## config.mk

```make
export PLATFORM = sky130hd
export DESIGN_NAME = axilite_cmd_seq_flat
export DESIGN_NICKNAME = d
export VERILOG_FILES = /design/src/rtl/axilite_cmd_seq_if.sv /design/src/rtl/axilite_cmd_seq.sv /design/src/flat_wrapper.sv
export SDC_FILE = /design/constraint.sdc
export NUM_CORES = 1
export LEC_CHECK = 0
export BUFFER_PORTS_ARGS = -buffer_cell sky130_fd_sc_hd__buf_2
export CORE_ASPECT_RATIO = 0.6
export CORE_MARGIN = 2
export CORE_UTILIZATION = 60
export CTS_CLUSTER_DIAMETER = 30
export CTS_CLUSTER_SIZE = 14
export DETAILED_ROUTE_END_ITERATION = 7
export PLACE_DENSITY = 0.9
export SYNTH_ARGS = -nofsm -noshare
export SYNTH_HDL_FRONTEND = slang
export SYNTH_SLANG_ARGS = --single-unit
```

## constraint.sdc

```tcl
create_clock -name m_axi_aclk -period 7.6 [get_ports m_axi_aclk]
set_input_delay 1.52 -clock m_axi_aclk [delete_from_list [all_inputs] [get_ports m_axi_aclk]]
set_output_delay 1.52 -clock m_axi_aclk [all_outputs]
set_load 0.01 [all_outputs]
```

## src/rtl/axilite_cmd_seq_if.sv

```systemverilog
// Bundle between the command sequencer, its command/response client and the AXI4-Lite master user port.
interface axilite_cmd_seq_if;
  logic        cmd_valid;
  logic        cmd_ready;
  logic        cmd_we;
  logic [31:0] cmd_addr;
  logic [31:0] cmd_wdata;
  logic        rsp_valid;
  logic        rsp_ready;
  logic        rsp_we;
  logic [31:0] rsp_rdata;
  logic        rsp_err;
  logic        rsp_timeout;
  logic        write;
  logic        read;
  logic [31:0] user_waddr;
  logic [31:0] user_wdata;
  logic [31:0] user_raddr;
  logic        wr_ready;
  logic        rd_ready;
  logic        wr_error;
  logic        rd_error;
  logic [31:0] user_rdata;

  // cmd/rsp handshakes: a transfer happens on a rising edge with valid && ready; the
  // source keeps valid and payload stable until then. write/read and wr_ready/rd_ready are single-cycle pulses.
  modport slave (
    input  cmd_valid, cmd_we, cmd_addr, cmd_wdata, rsp_ready,
    input  wr_ready, rd_ready, wr_error, rd_error, user_rdata,
    output cmd_ready, rsp_valid, rsp_we, rsp_rdata, rsp_err, rsp_timeout,
    output write, read, user_waddr, user_wdata, user_raddr
  );

  modport master (
    output cmd_valid, cmd_we, cmd_addr, cmd_wdata, rsp_ready,
    output wr_ready, rd_ready, wr_error, rd_error, user_rdata,
    input  cmd_ready, rsp_valid, rsp_we, rsp_rdata, rsp_err, rsp_timeout,
    input  write, read, user_waddr, user_wdata, user_raddr
  );
endinterface

```

## src/rtl/axilite_cmd_seq.sv

```systemverilog
// Buffers single-beat commands and issues them one at a time to an AXI4-Lite master user port.
// Optional WAIT timeout is compiled in with AXILITE_CMD_SEQ_TIMEOUT_EN.
module axilite_cmd_seq #(
  parameter int DEPTH   = 4,
  parameter int TIMEOUT = 255
) (
  input  logic               m_axi_aclk,
  input  logic               m_axi_aresetn,
  axilite_cmd_seq_if.slave   bus,
  output logic               busy,
  output logic [1:0]         state_dbg
);
  localparam int AW = $clog2(DEPTH);

  typedef enum logic [1:0] {IDLE, ISSUE, WAIT, RESP} state_t;
  typedef struct packed {
    logic        we;
    logic [31:0] addr;
    logic [31:0] wdata;
  } cmd_t;

  if (DEPTH < 2 || (DEPTH & (DEPTH - 1)) != 0 || TIMEOUT < 1 || TIMEOUT > 65535) begin : g_param_check
    $error("axilite_cmd_seq: illegal DEPTH or TIMEOUT");
  end

  cmd_t        mem [DEPTH];
  cmd_t        head;
  logic [AW:0] wr_ptr, rd_ptr;
  logic        full, empty, push, pop;
  state_t      state;
  logic        cur_we, expired;
  logic        write_q, read_q;
  logic [31:0] waddr_q, wdata_q, raddr_q;
  logic        rsp_valid_q, rsp_we_q, rsp_err_q, rsp_timeout_q;
  logic [31:0] rsp_rdata_q;

  assign empty = (wr_ptr == rd_ptr);
  assign full  = (wr_ptr[AW] != rd_ptr[AW]) && (wr_ptr[AW-1:0] == rd_ptr[AW-1:0]);
  assign push  = bus.cmd_valid && !full;
  assign pop   = (state == IDLE) && !empty;
  assign head  = mem[rd_ptr[AW-1:0]];

  always_ff @(posedge m_axi_aclk) begin
    if (push) mem[wr_ptr[AW-1:0]] <= {bus.cmd_we, bus.cmd_addr, bus.cmd_wdata};
  end

  always_ff @(posedge m_axi_aclk or negedge m_axi_aresetn) begin
    if (!m_axi_aresetn) begin
      wr_ptr <= '0;
      rd_ptr <= '0;
    end else begin
      if (push) wr_ptr <= wr_ptr + (AW+1)'(1);
      if (pop)  rd_ptr <= rd_ptr + (AW+1)'(1);
    end
  end

`ifdef AXILITE_CMD_SEQ_TIMEOUT_EN
  logic [15:0] tcnt, tcnt_nxt;
  // The compare uses the count including the current WAIT cycle, so WAIT lasts exactly TIMEOUT cycles.
  assign tcnt_nxt = tcnt + 16'd1;
  assign expired  = (tcnt_nxt == 16'(TIMEOUT));

  always_ff @(posedge m_axi_aclk or negedge m_axi_aresetn) begin
    if (!m_axi_aresetn)      tcnt <= '0;
    else if (state == ISSUE) tcnt <= '0;
    else if (state == WAIT)  tcnt <= tcnt_nxt;
  end
`else
  assign expired = 1'b0;
`endif

  always_ff @(posedge m_axi_aclk or negedge m_axi_aresetn) begin
    if (!m_axi_aresetn) begin
      state         <= IDLE;
      cur_we        <= 1'b0;
      write_q       <= 1'b0;
      read_q        <= 1'b0;
      waddr_q       <= '0;
      wdata_q       <= '0;
      raddr_q       <= '0;
      rsp_valid_q   <= 1'b0;
      rsp_we_q      <= 1'b0;
      rsp_rdata_q   <= '0;
      rsp_err_q     <= 1'b0;
      rsp_timeout_q <= 1'b0;
    end else begin
      case (state)
        IDLE: if (pop) begin
          cur_we  <= head.we;
          waddr_q <= head.we ? head.addr  : 32'd0;
          wdata_q <= head.we ? head.wdata : 32'd0;
          raddr_q <= head.we ? 32'd0      : head.addr;
          write_q <= head.we;
          read_q  <= !head.we;
          state   <= ISSUE;
        end
        ISSUE: begin
          write_q <= 1'b0;
          read_q  <= 1'b0;
          state   <= WAIT;
        end
        WAIT: if (cur_we ? bus.wr_ready : bus.rd_ready) begin
          rsp_valid_q   <= 1'b1;
          rsp_we_q      <= cur_we;
          rsp_rdata_q   <= cur_we ? 32'd0 : bus.user_rdata;
          rsp_err_q     <= cur_we ? bus.wr_error : bus.rd_error;
          rsp_timeout_q <= 1'b0;
          state         <= RESP;
        end else if (expired) begin
          rsp_valid_q   <= 1'b1;
          rsp_we_q      <= cur_we;
          rsp_rdata_q   <= 32'd0;
          rsp_err_q     <= 1'b1;
          rsp_timeout_q <= 1'b1;
          state         <= RESP;
        end
        RESP: if (bus.rsp_ready) begin
          rsp_valid_q <= 1'b0;
          state       <= IDLE;
        end
        default: state <= IDLE;
      endcase
    end
  end

  assign bus.cmd_ready   = !full;
  assign bus.write       = write_q;
  assign bus.read        = read_q;
  assign bus.user_waddr  = waddr_q;
  assign bus.user_wdata  = wdata_q;
  assign bus.user_raddr  = raddr_q;
  assign bus.rsp_valid   = rsp_valid_q;
  assign bus.rsp_we      = rsp_we_q;
  assign bus.rsp_rdata   = rsp_rdata_q;
  assign bus.rsp_err     = rsp_err_q;
  assign bus.rsp_timeout = rsp_timeout_q;
  assign busy            = (state != IDLE) || !empty;
  assign state_dbg       = state;
endmodule

```

## src/flat_wrapper.sv

```systemverilog
// flat-port wrapper written by rule: the top's interface ports become plain ports
module axilite_cmd_seq_flat 
#(
  parameter int DEPTH   = 4,
  parameter int TIMEOUT = 255
)
  (m_axi_aclk, m_axi_aresetn, busy, state_dbg, bus_cmd_valid, bus_cmd_we, bus_cmd_addr, bus_cmd_wdata, bus_rsp_ready, bus_wr_ready, bus_rd_ready, bus_wr_error, bus_rd_error, bus_user_rdata, bus_cmd_ready, bus_rsp_valid, bus_rsp_we, bus_rsp_rdata, bus_rsp_err, bus_rsp_timeout, bus_write, bus_read, bus_user_waddr, bus_user_wdata, bus_user_raddr);
  axilite_cmd_seq_if bus_i ();
  input  logic m_axi_aclk;
  input  logic m_axi_aresetn;
  output logic busy;
  output logic [1:0] state_dbg;
  input wire logic [$bits(bus_i.cmd_valid)-1:0] bus_cmd_valid;
  input wire logic [$bits(bus_i.cmd_we)-1:0] bus_cmd_we;
  input wire logic [$bits(bus_i.cmd_addr)-1:0] bus_cmd_addr;
  input wire logic [$bits(bus_i.cmd_wdata)-1:0] bus_cmd_wdata;
  input wire logic [$bits(bus_i.rsp_ready)-1:0] bus_rsp_ready;
  input wire logic [$bits(bus_i.wr_ready)-1:0] bus_wr_ready;
  input wire logic [$bits(bus_i.rd_ready)-1:0] bus_rd_ready;
  input wire logic [$bits(bus_i.wr_error)-1:0] bus_wr_error;
  input wire logic [$bits(bus_i.rd_error)-1:0] bus_rd_error;
  input wire logic [$bits(bus_i.user_rdata)-1:0] bus_user_rdata;
  output wire logic [$bits(bus_i.cmd_ready)-1:0] bus_cmd_ready;
  output wire logic [$bits(bus_i.rsp_valid)-1:0] bus_rsp_valid;
  output wire logic [$bits(bus_i.rsp_we)-1:0] bus_rsp_we;
  output wire logic [$bits(bus_i.rsp_rdata)-1:0] bus_rsp_rdata;
  output wire logic [$bits(bus_i.rsp_err)-1:0] bus_rsp_err;
  output wire logic [$bits(bus_i.rsp_timeout)-1:0] bus_rsp_timeout;
  output wire logic [$bits(bus_i.write)-1:0] bus_write;
  output wire logic [$bits(bus_i.read)-1:0] bus_read;
  output wire logic [$bits(bus_i.user_waddr)-1:0] bus_user_waddr;
  output wire logic [$bits(bus_i.user_wdata)-1:0] bus_user_wdata;
  output wire logic [$bits(bus_i.user_raddr)-1:0] bus_user_raddr;
  assign bus_i.cmd_valid = bus_cmd_valid;
  assign bus_i.cmd_we = bus_cmd_we;
  assign bus_i.cmd_addr = bus_cmd_addr;
  assign bus_i.cmd_wdata = bus_cmd_wdata;
  assign bus_i.rsp_ready = bus_rsp_ready;
  assign bus_i.wr_ready = bus_wr_ready;
  assign bus_i.rd_ready = bus_rd_ready;
  assign bus_i.wr_error = bus_wr_error;
  assign bus_i.rd_error = bus_rd_error;
  assign bus_i.user_rdata = bus_user_rdata;
  assign bus_cmd_ready = bus_i.cmd_ready;
  assign bus_rsp_valid = bus_i.rsp_valid;
  assign bus_rsp_we = bus_i.rsp_we;
  assign bus_rsp_rdata = bus_i.rsp_rdata;
  assign bus_rsp_err = bus_i.rsp_err;
  assign bus_rsp_timeout = bus_i.rsp_timeout;
  assign bus_write = bus_i.write;
  assign bus_read = bus_i.read;
  assign bus_user_waddr = bus_i.user_waddr;
  assign bus_user_wdata = bus_i.user_wdata;
  assign bus_user_raddr = bus_i.user_raddr;
  axilite_cmd_seq #(.DEPTH(DEPTH), .TIMEOUT(TIMEOUT)) u_core (.m_axi_aclk(m_axi_aclk), .m_axi_aresetn(m_axi_aresetn), .bus(bus_i), .busy(busy), .state_dbg(state_dbg));
endmodule
```

# Word level (Yosys, flattened, before mapping)
# Memories as Yosys holds them, arrays and structs flattened.
# Cells that the tools add are included.
# op_classes
n_addsub	2
n_eq_ne	9
muxes	19
reduce_logical	16
# op_table
cell	count
$mux W32	4
$mux W1	8
$pmux W2 S4	1
$add A3 B1 Y3 const B	2
$mux W2	3
$pmux W1 S2	3
$reduce_and A2 Y1	3
$reduce_and A3 Y1	2
$reduce_bool A2 Y1	3
$eq A2 B2 Y1 const B	2
$ne A2 B1 Y1 const B	2
$eq A3 B3 Y1	1
$logic_and A1 B1 Y1	3
$logic_not A1 Y1	3
$eq A2 B1 Y1 const B	1
$eq A2 B2 Y1	1
$logic_not A2 Y1	1
$ne A2 B2 Y1 const B	1
$logic_or A1 B1 Y1	1
$ne A1 B1 Y1	1
# word_totals
register_bits	142
mem_bits_rw	260
input_bits	105
out_inout_bits	138
n_memories	1
# memory_table
name	words	width	rd	rd_clocked_by_memory_dff	wr	line	rtl
u_core.mem	4	65	1	0	1	axilite_cmd_seq.sv:26	cmd_t mem [DEPTH];

# Depth between registers and ports, before layout
# Gate-level depths: netlist of run 1.
# depth
ltp_word	6
ltp_mapped	9

# Worst setup path before layout of run 1
# OpenSTA, ideal clock, no wires.
# synth_path
kind	in2reg
start	in bus_cmd_valid
end	mem u_core.mem[3][0] (netlist name), enable pin
setup_ps	431
arrival_time_ps	3411
path_slack_ps	3757
cell_stages	3
n_path_buf	0
path_cell_list	inv_1 -> a31oi_2 -> and2_1
# synth_via
elab_chain_cells	3
# synth_lines
item	line	rtl
from (decl)	flat_wrapper.sv:13	input wire logic [$bits(bus_i.cmd_valid)-1:0] bus_cmd_valid;
$logic_and A1 B1 Y1	axilite_cmd_seq.sv:39	assign push = bus.cmd_valid && !full;
$mux W1	axilite_cmd_seq.sv:44	if (push) mem[wr_ptr[AW-1:0]] <= {bus.cmd_we, bus.cmd_addr, bus.cmd_wdata};
$mux W1 (implied by the code)	axilite_cmd_seq.sv:44	
to (decl)	axilite_cmd_seq.sv:26	
# Every way passes these cells.

# Final worst setup path of run 1
# layout_path
start	reg u_core.rd_ptr[0]
end	out bus_cmd_ready
# layout_via
elab_chain_cells	3
# layout_lines
item	line	rtl
from (decl)	axilite_cmd_seq.sv:28	logic [AW:0] wr_ptr, rd_ptr;
from (signal assigned)	axilite_cmd_seq.sv:53	if (pop) rd_ptr <= rd_ptr + (AW+1)'(1);
$eq A2 B2 Y1	axilite_cmd_seq.sv:38	assign full = (wr_ptr[AW] != rd_ptr[AW]) && (wr_ptr[AW-1:0] == rd_ptr[AW-1:0]);
$logic_and A1 B1 Y1	axilite_cmd_seq.sv:38	
$logic_not A1 Y1	axilite_cmd_seq.sv:126	assign bus.cmd_ready = !full;
to (decl)	flat_wrapper.sv:23	output wire logic [$bits(bus_i.cmd_ready)-1:0] bus_cmd_ready;
# Every way passes these cells.

==> results.py, run 1 <==
metrics = {
    "status": {
        "status": "finished clean",
    },
    "power_and_ir_drop": {
        "leakage_nw": 7.326,
        "peakVddDrop_uv": 228.0,
        "power.density_nw_per_um2": 437.0,
    },
    "clocking": {
        "holdBufCountCts": 0,
        "cts.root.buffer_cell": "clkbuf_16",
        "h-tree-depth": 2,
        "post_cts_buffers": 0,
        "numCtsBuffers": 43,
        "cts.clk_slew.worst_paths_ns": 0.06,
        "clock_latency_ns": 0.54,
        "cts.sinks": 402,
        "cts_max_path_buffers": 3,
        "cts_tree": "done",
        "cts-resized-gates": 0,
    },
    "logic_synthesis": {
        "async_reset_ff_frac": 0.3532,
        "synthTopCellsByArea": "edfxtp_1, dfrtp_1, mux4_2",
        "syn_avg_cell_area_sq_um": 16.59,
        "yosysTopAreaCell": "edfxtp_1",
        "ys.flop_type": "edfxtp_1",
        "synth.distinct_cells": 35,
        "yosys_warnings": 0,
        "ys_seq_elements": 402,
        "synth_edf_count": 260,
        "synth_top_area_frac": 0.5154,
        "syn_nets": 1027,
        "synth_cells": 913,
        "synth_seq_area_share": 0.7500,
        "synth_area_sq_um": 15150,
    },
    "floorplanning": {
        "die_y_microns": 127.1,
        "start_util": 0.6183,
        "core_area_sq_um": 24500,
        "die_w_microns": 209.1,
        "design.die.area_sq_um": 26570,
        "rows": 44,
        "ios": 243,
    },
    "critical_path": {
        "cp_slowest_cell": "buf_4",
        "cpPeakStageDelay_ns": 0.60,
        "path_class": "reg -> out",
        "start_kind": "flop",
        "path_max_fanout": 38,
        "crit_chain": "buf_4 > xnor2_1 > nand3_1 > buf_2",
        "cp.required_ns": 6.08,
        "path_delay_family": "buffers and inverters",
        "worstPathArrival_ns": 2.11,
        "worst-path-buf-inv": 2,
        "end_kind": "primary output",
    },
    "timing": {
        "tns_ns": 0,
        "maxSlewViolCount": 0,
        "period_minus_slack_ns": 3.630,
        "rsz0062_at_grt": "no",
        "setup_viol": 0,
        "setup_slack_ns": 3.970,
        "hold_viol": 0,
        "clock_skew_ns": 0.02393,
        "period_share": 0.4777,
        "tightestPinTransition_ns": 1.334,
        "max_freq_mhz": 275.5,
        "relSlewSlack": 0.1098,
    },
    "routing": {
        "via_per_inst": 5.693,
        "postRouteAntennaNets": 0,
        "via_count": 8597,
        "routed_wl_microns": 32060,
        "drc": 0,
        "first_pass_iters": 7,
        "drt_iter0_drc": 634,
        "wl_per_cell_microns": 21.23,
    },
    "global_routing": {
        "grt_antenna_before_repair": 13,
        "grt_first_pass_wirelength_microns": 50030,
        "overflow": 0,
        "grt_pass1_vias": 8821,
        "grt_max_degree": 118,
        "grt_usage": 0.2496,
    },
    "final_layout": {
        "final_nets": 1265,
        "ff_latch_area_sq_um": 11370,
        "drive_above_1_share": 0.3367,
        "multi_input_area_sq_um": 3473,
        "area_growth_pct": 19.04,
        "fill_cells": 1491,
    },
    "place": {
        "pre_cts_ws_ns": 4.285,
        "globalplace.congestion": 0.7956,
        "port_buffers": 241,
        "dp_hpwl_microns": 19910,
    },
    "hold_path": {
        "min_path_type": "reg -> reg",
    },
    "run": {
        "cap_violations": 0,
    },
}
## report_power, final
part	leakage [nW]	total, mW	internal, mW	switching, mW
logic	2.38	2.46	0.959	1.50
clock network	0.727	2.13	1.30	0.835
registers	4.22	3.29	3.01	0.282
## layout by cell type, fill, tap and decap left out, drive strengths merged, types with 3 or more instances in the layout
cell type  count
nand3          8
o21ai         99
bufinv         3
mux2i          5
mux2           3
diode          3
nor2b          3
and2           4
nand2        201
inv           13
mux4          64
xnor2          5
a22o          32
buf          249
xor2           4
ha             9
dfrtp        142
clkinv         5
clkbuf        62
edfxtp       260
## cell usage after synthesis, types with 4 or more instances
cell and number:
buf_2 18, buf_4 7, buf_6 7, dfrtp_1 142
nand2_1 201, nand3_1 8, and2_1 4, edfxtp_1 260
mux2i_1 5, ha_1 9, clkbuf_1 17, xnor2_1 5
buf_1 4, mux4_2 64, inv_1 6, o21ai_0 85
o21ai_1 14, a22o_1 32
## final timing paths
| path | from | end | slack [ns] | cells past startpoint |
|---|---|---|---|---|
| worst max-delay path | u_core.rd_ptr[0] | bus_cmd_ready | 3.97 | 4 |
| worst max register to register | u_core.rd_ptr[1] | u_core.bus.user_wdata[25] | 4.40 | 5 |
| max in group asynchronous | m_axi_aresetn | u_core.rd_ptr[1] | 5.09 | 2 |
| worst min-delay path | u_core.bus.user_raddr[8] | u_core.bus.user_raddr[8] | 0.48 | 2 |
| min in group asynchronous | m_axi_aresetn | u_core.bus.rsp_rdata[14] | 1.00 | 1 |
| worst min register to register | u_core.bus.user_raddr[8] | u_core.bus.user_raddr[8] | 0.48 | 2 |
## worst register-to-register path, delay by kind of cell (launching register included)
kind / cells / cell delay [ns]
buf+inv: 2 / 1.58
compound gates: 2 / 0.52
xor+xnor: 1 / 0.29
flops: 1 / 0.64
## metal layers
layer / vias up / part of all wire / global-route usage
met5: - / 0.0040 / 0
met4: 20 / 0.015 / 0.05714
met3: 59 / 0.091 / 0.07768
met2: 364 / 0.49 / 0.4141
met1: 4275 / 0.40 / 0.3314
li1: 3879 / - / -
## per-stage QoR
stage          instance area, sq um  power (mW)  hold slack, ns  utilization  cells
6_report                      18030       7.880          0.4759       0.7360   1510
5_1_grt                       18020       8.334          0.5079       0.7357   1507
4_1_cts                       18020       7.952          0.4820       0.7357   1507
3_5_place_dp                  16540       5.801          0.4685       0.6751   1428
3_3_place_gp                  16540       5.686          0.4583       0.6751   1428
2_1_floorplan                 15150       5.005          0.4966            -    913
## kinds of logic (layout without fill, tap and decap cells)
| group | count (synthesis) | after routing | share of synthesized area |
|---|---|---|---|
| DFF | 402 | 402 | 0.7500 |
| and+or+nand+nor | 221 | 221 | 0.05733 |
| AOI/OAI and AO/OA | 137 | 137 | 0.05601 |
| muxes | 72 | 72 | 0.1009 |
| buffers and inverters | 62 | 334 | 0.02230 |
| adders and majority gates | 9 | 9 | 0.007434 |
| xor gates and xnor gates | 9 | 9 | 0.005700 |
| other | 1 | 4 | 0.0002476 |
## layout make-up
type                    count  area share
inverters                   6    0.001249
clock buffers              62     0.07168
flip-flops and latches    402      0.6305
clock inverters            17     0.01062
repair buffers            249     0.07057
well taps                 322     0.02234
diodes                      3   0.0004163
multi-input cells         449      0.1926
## flip-flops by register name, summed over array words and instances (netlist names), 2 cells and up
signal	flops
u_core.wr_ptr	3
u_core.state_dbg	2
u_core.rd_ptr	3
u_core.bus.rsp_rdata	32
u_core.bus.user_wdata	32
u_core.bus.user_raddr	32
u_core.mem	260
u_core.bus.user_waddr	32
(Power assumes the default switching activity.)
==> inputs of run 2 (changes only) <==
--- a/config.mk
+++ b/config.mk
@@ -8,11 +8,11 @@
 export BUFFER_PORTS_ARGS = -buffer_cell sky130_fd_sc_hd__buf_2
 export CORE_ASPECT_RATIO = 0.6
 export CORE_MARGIN = 2
-export CORE_UTILIZATION = 60
+export CORE_UTILIZATION = 56
 export CTS_CLUSTER_DIAMETER = 30
 export CTS_CLUSTER_SIZE = 14
 export DETAILED_ROUTE_END_ITERATION = 7
-export PLACE_DENSITY = 0.9
+export PLACE_DENSITY = 0.85
 export SYNTH_ARGS = -nofsm -noshare
 export SYNTH_HDL_FRONTEND = slang
 export SYNTH_SLANG_ARGS = --single-unit
==> constraint.sdc (replaced) <==
create_clock -name m_axi_aclk -period 3.79 [get_ports m_axi_aclk]
set_input_delay 0.758 -clock m_axi_aclk [delete_from_list [all_inputs] [get_ports m_axi_aclk]]
set_output_delay 0.758 -clock m_axi_aclk [all_outputs]
set_load 0.01 [all_outputs]
==> run 2 against run 1 <==
Against the previous run: cell area is 1.9% higher; utilization is 4.2 points lower; non-clock buffer count is 12 higher; die area is 7.0% higher; power is 110% higher; sequential power is 100% higher; critical path depth stayed put; final cell count is 4.0% higher; clock-buffer cell count is 6 lower; global-route usage is 0.75 points lower; clock power is 120% higher; critical path type unchanged; critical endpoint is now busy.
==> results.py, run 2 (synthesis results as in run 1) <==
metrics = {
    "status": {
        "status": "finished clean",
    },
    "run": {
        "cap_violations": 0,
    },
    "place": {
        "globalplace.congestion": 0.7782,
        "dp_hpwl_microns": 21210,
        "port_buffers": 241,
        "dp_cells": 1478,
        "pre_cts_ws_ns": 1.090,
    },
    "routing": {
        "first_pass_iters": 6,
        "via_count": 8726,
        "via_per_inst": 5.558,
        "postRouteAntennaNets": 0,
        "wl_per_cell_microns": 21.38,
        "drt_iter0_drc": 796,
        "drc": 0,
        "routed_wl_microns": 33570,
    },
    "critical_path": {
        "path_class": "reg -> out",
        "path_max_fanout": 35,
        "cp_slowest_cell": "dfrtp_4",
        "crit_chain": "xor2_1 > nor3_2 > nand2_1 > buf_2",
        "start_kind": "flop",
        "cpPeakStageDelay_ns": 0.77,
        "worstPathArrival_ns": 2.20,
        "end_kind": "primary output",
        "path_delay_family": "flip-flops",
        "cp.required_ns": 3.03,
        "worst-path-buf-inv": 1,
    },
    "hold_path": {
        "min_path_type": "in -> async",
    },
    "timing": {
        "clock_skew_ns": 0.02224,
        "rsz0062_at_grt": "no",
        "period_minus_slack_ns": 2.961,
        "tns_ns": 0,
        "period_share": 0.7814,
        "maxSlewViolCount": 0,
        "setup_slack_ns": 0.8287,
        "tightestPinTransition_ns": 0.8720,
        "setup_viol": 0,
        "relSlewSlack": 0.4187,
        "max_freq_mhz": 337.7,
        "hold_viol": 0,
    },
    "global_routing": {
        "grt_pass1_vias": 8978,
        "grt_first_pass_wirelength_microns": 51970,
        "overflow": 0,
        "grt_antenna_before_repair": 9,
        "grt_usage": 0.2421,
        "grt_max_degree": 123,
    },
    "clocking": {
        "numCtsBuffers": 46,
        "cts.clk_slew.worst_paths_ns": 0.06,
        "cts_max_path_buffers": 3,
        "cts.root.buffer_cell": "clkbuf_16",
        "post_cts_buffers": 0,
        "cts.sinks": 402,
        "clock_latency_ns": 0.56,
        "h-tree-depth": 2,
        "cts_tree": "done",
        "cts-resized-gates": 0,
        "holdBufCountCts": 0,
    },
    "power_and_ir_drop": {
        "power.density_nw_per_um2": 890.0,
        "peakVddDrop_uv": 563.2,
        "finalPower_mw": 16.35,
        "leakage_nw": 7.468,
    },
    "final_layout": {
        "fin_cells": 1570,
        "final_cell_mix": "edfxtp_1, buf_2, nand2_1, dfrtp_1, o21ai_0",
        "area_growth_pct": 21.31,
        "drive_above_1_share": 0.3466,
        "fin_util": 0.6940,
        "final_common_cell": "edfxtp_1",
        "final_nets": 1280,
        "fill_cells": 1664,
        "largest_register_ff_count": 260,
    },
    "floorplanning": {
        "ios": 243,
        "rows": 46,
        "core_area_sq_um": 26480,
        "start_util": 0.5721,
        "design.die.area_sq_um": 28420,
        "die_y_microns": 131.4,
        "die_w_microns": 216.3,
    },
}
## run 2: final timing paths
path,start,end,slack (ns),cells after the start
min in group m_axi_aclk,bus_cmd_wdata[28],u_core.mem[0][28],0.42,1
worst max-delay path,u_core.rd_ptr[1],busy,0.83,4
max in group asynchronous,m_axi_aresetn,u_core.bus.rsp_rdata[25],2.60,2
worst min-delay path,m_axi_aresetn,u_core.bus.user_wdata[4],0.26,1
worst min register to register,u_core.bus.user_raddr[28],u_core.bus.user_raddr[28],0.47,2
worst max register to register,u_core.rd_ptr[0],u_core.bus.user_raddr[14],1.05,5
## run 2: report_power, final
group / internal [mW] / total [mW] / leakage, nW / switching, mW
logic: 2.00 / 4.99 / 2.46 / 2.99
registers: 6.02 / 6.65 / 4.22 / 0.639
clock network: 2.88 / 4.71 / 0.795 / 1.83
## run 2: per-stage QoR
stage | hold slack [ns] | area, sq um
after floorplan | 0.4624 | 15150
after CTS | 0.2492 | 18360
final | 0.2553 | 18380
after global routing | 0.2943 | 18370
after detailed placement | 0.4669 | 16710
after global placement | 0.4575 | 16710
## run 2: area by class of cell
cell class | instances | area, sq um | area share
Antenna cell | 7 | 17.52 | 0.0009533
Clock buffer | 56 | 1210 | 0.06585
Clock inverter | 29 | 432.9 | 0.02356
Inverter | 6 | 22.52 | 0.001226
Multi-Input combinational cell | 449 | 3473 | 0.1890
Sequential cell | 402 | 11370 | 0.6187
Tap cell | 360 | 450.4 | 0.02451
Timing Repair Buffer | 261 | 1400 | 0.07619
## run 2: layer usage
metal | wire, microns | track usage
met2 | 15740 | 0.3654
met3 | 2822 | 0.07338
met4 | 672 | 0.07230
met5 | 38 | 0
met1 | 14300 | 0.3454
==> inputs of run 3 (changes only) <==
==> constraint.sdc (replaced) <==
create_clock -name m_axi_aclk -period 3.1 [get_ports m_axi_aclk]
set_input_delay 0.62 -clock m_axi_aclk [delete_from_list [all_inputs] [get_ports m_axi_aclk]]
set_output_delay 0.62 -clock m_axi_aclk [all_outputs]
set_load 0.01 [all_outputs]
==> run 3 against run 2 <==
Against the previous run: power rose by 24%; critical path depth did not move; via count fell by 0.17%; hold slack got worse by 0.18 ns; first-iteration DRC count rose by 5.2%; clock power rose by 28%; setup slack got worse by 0.22 ns; clock-buffer cell count rose by 2; non-clock buffer count rose by 2; routed wire length fell by 3.8%; cell area rose by 1.0%; critical endpoint unchanged; largest power group unchanged.
==> results.py, run 3 (synthesis results as in run 1) <==
metrics = {
    "critical_path": {
        "start_kind": "flop",
        "crit_chain": "xor2_1 > nor3_2 > nand2_1 > buf_2",
        "path_class": "reg -> out",
        "worst-path-buf-inv": 1,
        "r2r_cells": 5,
        "path_max_fanout": 6,
        "rr_startpoint": "u_core.rd_ptr[1]",
        "r2r_end": "u_core.bus.user_wdata[23]",
        "cp_slowest_cell": "dfrtp_4",
        "end_kind": "primary output",
        "regToRegSetupSlack_ns": 0.86,
        "cp.required_ns": 2.48,
        "cpPeakStageDelay_ns": 0.52,
        "path_depth": 4,
        "worstPathArrival_ns": 1.87,
        "crit_path_start": "u_core.rd_ptr[0]",
        "endpoint": "busy",
        "path_delay_family": "flip-flops",
    },
    "clocking": {
        "holdBufCountCts": 0,
        "cts-resized-gates": 0,
        "cts.sinks": 402,
        "cts_max_path_buffers": 3,
        "numCtsBuffers": 48,
        "post_cts_buffers": 0,
        "h-tree-depth": 2,
        "cts.root.buffer_cell": "clkbuf_16",
        "clock_latency_ns": 0.56,
        "cts_tree": "done",
        "cts.clk_slew.worst_paths_ns": 0.06,
    },
    "final_layout": {
        "area_growth_pct": 22.58,
        "final_nets": 1284,
        "final_common_cell": "edfxtp_1",
        "largest_register_ff_count": 260,
        "final_cell_mix": "edfxtp_1, buf_2, nand2_1, dfrtp_1, o21ai_0",
        "drive_above_1_share": 0.3502,
        "fill_cells": 1681,
    },
    "global_routing": {
        "overflow": 0,
        "grt_antenna_before_repair": 6,
        "grt_max_degree": 81,
        "grt_pass1_vias": 8819,
        "grt_first_pass_wirelength_microns": 49750,
        "grt_usage": 0.2311,
    },
    "timing": {
        "period_share": 0.8034,
        "hold_viol": 0,
        "relSlewSlack": 0.3905,
        "tightestPinTransition_ns": 0.9143,
        "max_freq_mhz": 401.5,
        "maxSlewViolCount": 0,
        "setup_viol": 0,
        "hold-worst-slack_ns": 0.07682,
        "clock_skew_ns": 0.02674,
        "rsz0062_at_grt": "no",
        "period_minus_slack_ns": 2.491,
        "tns_ns": 0,
    },
    "run": {
        "cap_violations": 0,
    },
    "routing": {
        "postRouteAntennaNets": 0,
        "via_count": 8711,
        "routed_wl_microns": 32300,
        "drc": 0,
        "via_per_inst": 5.538,
        "drt_iter0_drc": 837,
        "first_pass_iters": 5,
        "wl_per_cell_microns": 20.53,
    },
    "floorplanning": {
        "design.die.area_sq_um": 28420,
        "ios": 243,
        "rows": 46,
        "start_util": 0.5721,
        "die_y_microns": 131.4,
        "core_area_sq_um": 26480,
        "die_w_microns": 216.3,
    },
    "status": {
        "status": "finished clean",
    },
    "place": {
        "dp_hpwl_microns": 19840,
        "port_buffers": 241,
        "globalplace.congestion": 0.7489,
    },
    "power_and_ir_drop": {
        "power.density_nw_per_um2": 1094,
        "peakVddDrop_uv": 640.9,
        "leakage_nw": 7.549,
    },
    "hold_path": {
        "min_path_type": "in -> async",
    },
}
[run 3: cell count changes in the layout (fill, tap and decap cells not counted), moves of 2 or more]
cell	change
clkbuf_8	+2
diode_2	-2
clkinv_8	-2
clkinv_4	-3
buf_4	-5
inv_6	-2
buf_12	+7
clkinv_2	+2
bufinv_16	+2
clkbuf_1	-2
clkinvlp_4	+2
clkbuf_16	+2
[run 3: per-layer routing]
layer	global-route usage	vias to the layer above	share of wire
li1	-	3924	-
met1	0.3244	4392	0.43
met2	0.3600	336	0.46
met3	0.06019	59	0.080
met4	0.07420	0	0.024
met5	0	-	0
[run 3: worst min-delay path by stage]
| stage | to | cells past startpoint |
|---|---|---|
| after floorplan | u_core.bus.read | 0 |
| after global placement | u_core.bus.user_wdata[18] | 2 |
| after detailed placement | u_core.bus.user_raddr[7] | 2 |
| after CTS | u_core.bus.user_wdata[8] | 1 |
| after global routing | u_core.bus.user_wdata[8] | 1 |
| final | u_core.bus.user_wdata[8] | 1 |
[run 3: power breakdown]
group          leakage, nW  total [mW]  internal (mW)  switching, mW
clock                0.841        6.04           3.82           2.22
sequential            4.22        8.01           7.35          0.653
combinational         2.49        6.26           2.55           3.72
[run 3: final cells by class]
| cell class | instances | area, sq um | share of cell area |
|---|---|---|---|
| Sequential cell | 402 | 11370 | 0.6123 |
| Inverter | 6 | 22.52 | 0.001213 |
| Clock inverter | 30 | 456.7 | 0.02460 |
| Timing Repair Buffer | 263 | 1503 | 0.08094 |
| Multi-Input combinational cell | 449 | 3473 | 0.1871 |
| Tap cell | 360 | 450.4 | 0.02426 |
| Clock buffer | 58 | 1280 | 0.06894 |
| Antenna cell | 5 | 12.51 | 0.0006739 |
[run 3: through the flow]
stage	std cells	instance area, sq um	util	power [mW]	setup slack (ns)
detailed placement	1480	16820	0.6352	14.36	0.8263
global route	1569	18560	0.7009	21.43	0.4799
CTS	1568	18550	0.7008	20.49	0.5774
global placement	1480	16820	0.6352	14.12	0.8753
floorplan	913	15150	-	12.24	0.6654
finish	1573	18570	0.7013	20.31	0.6094
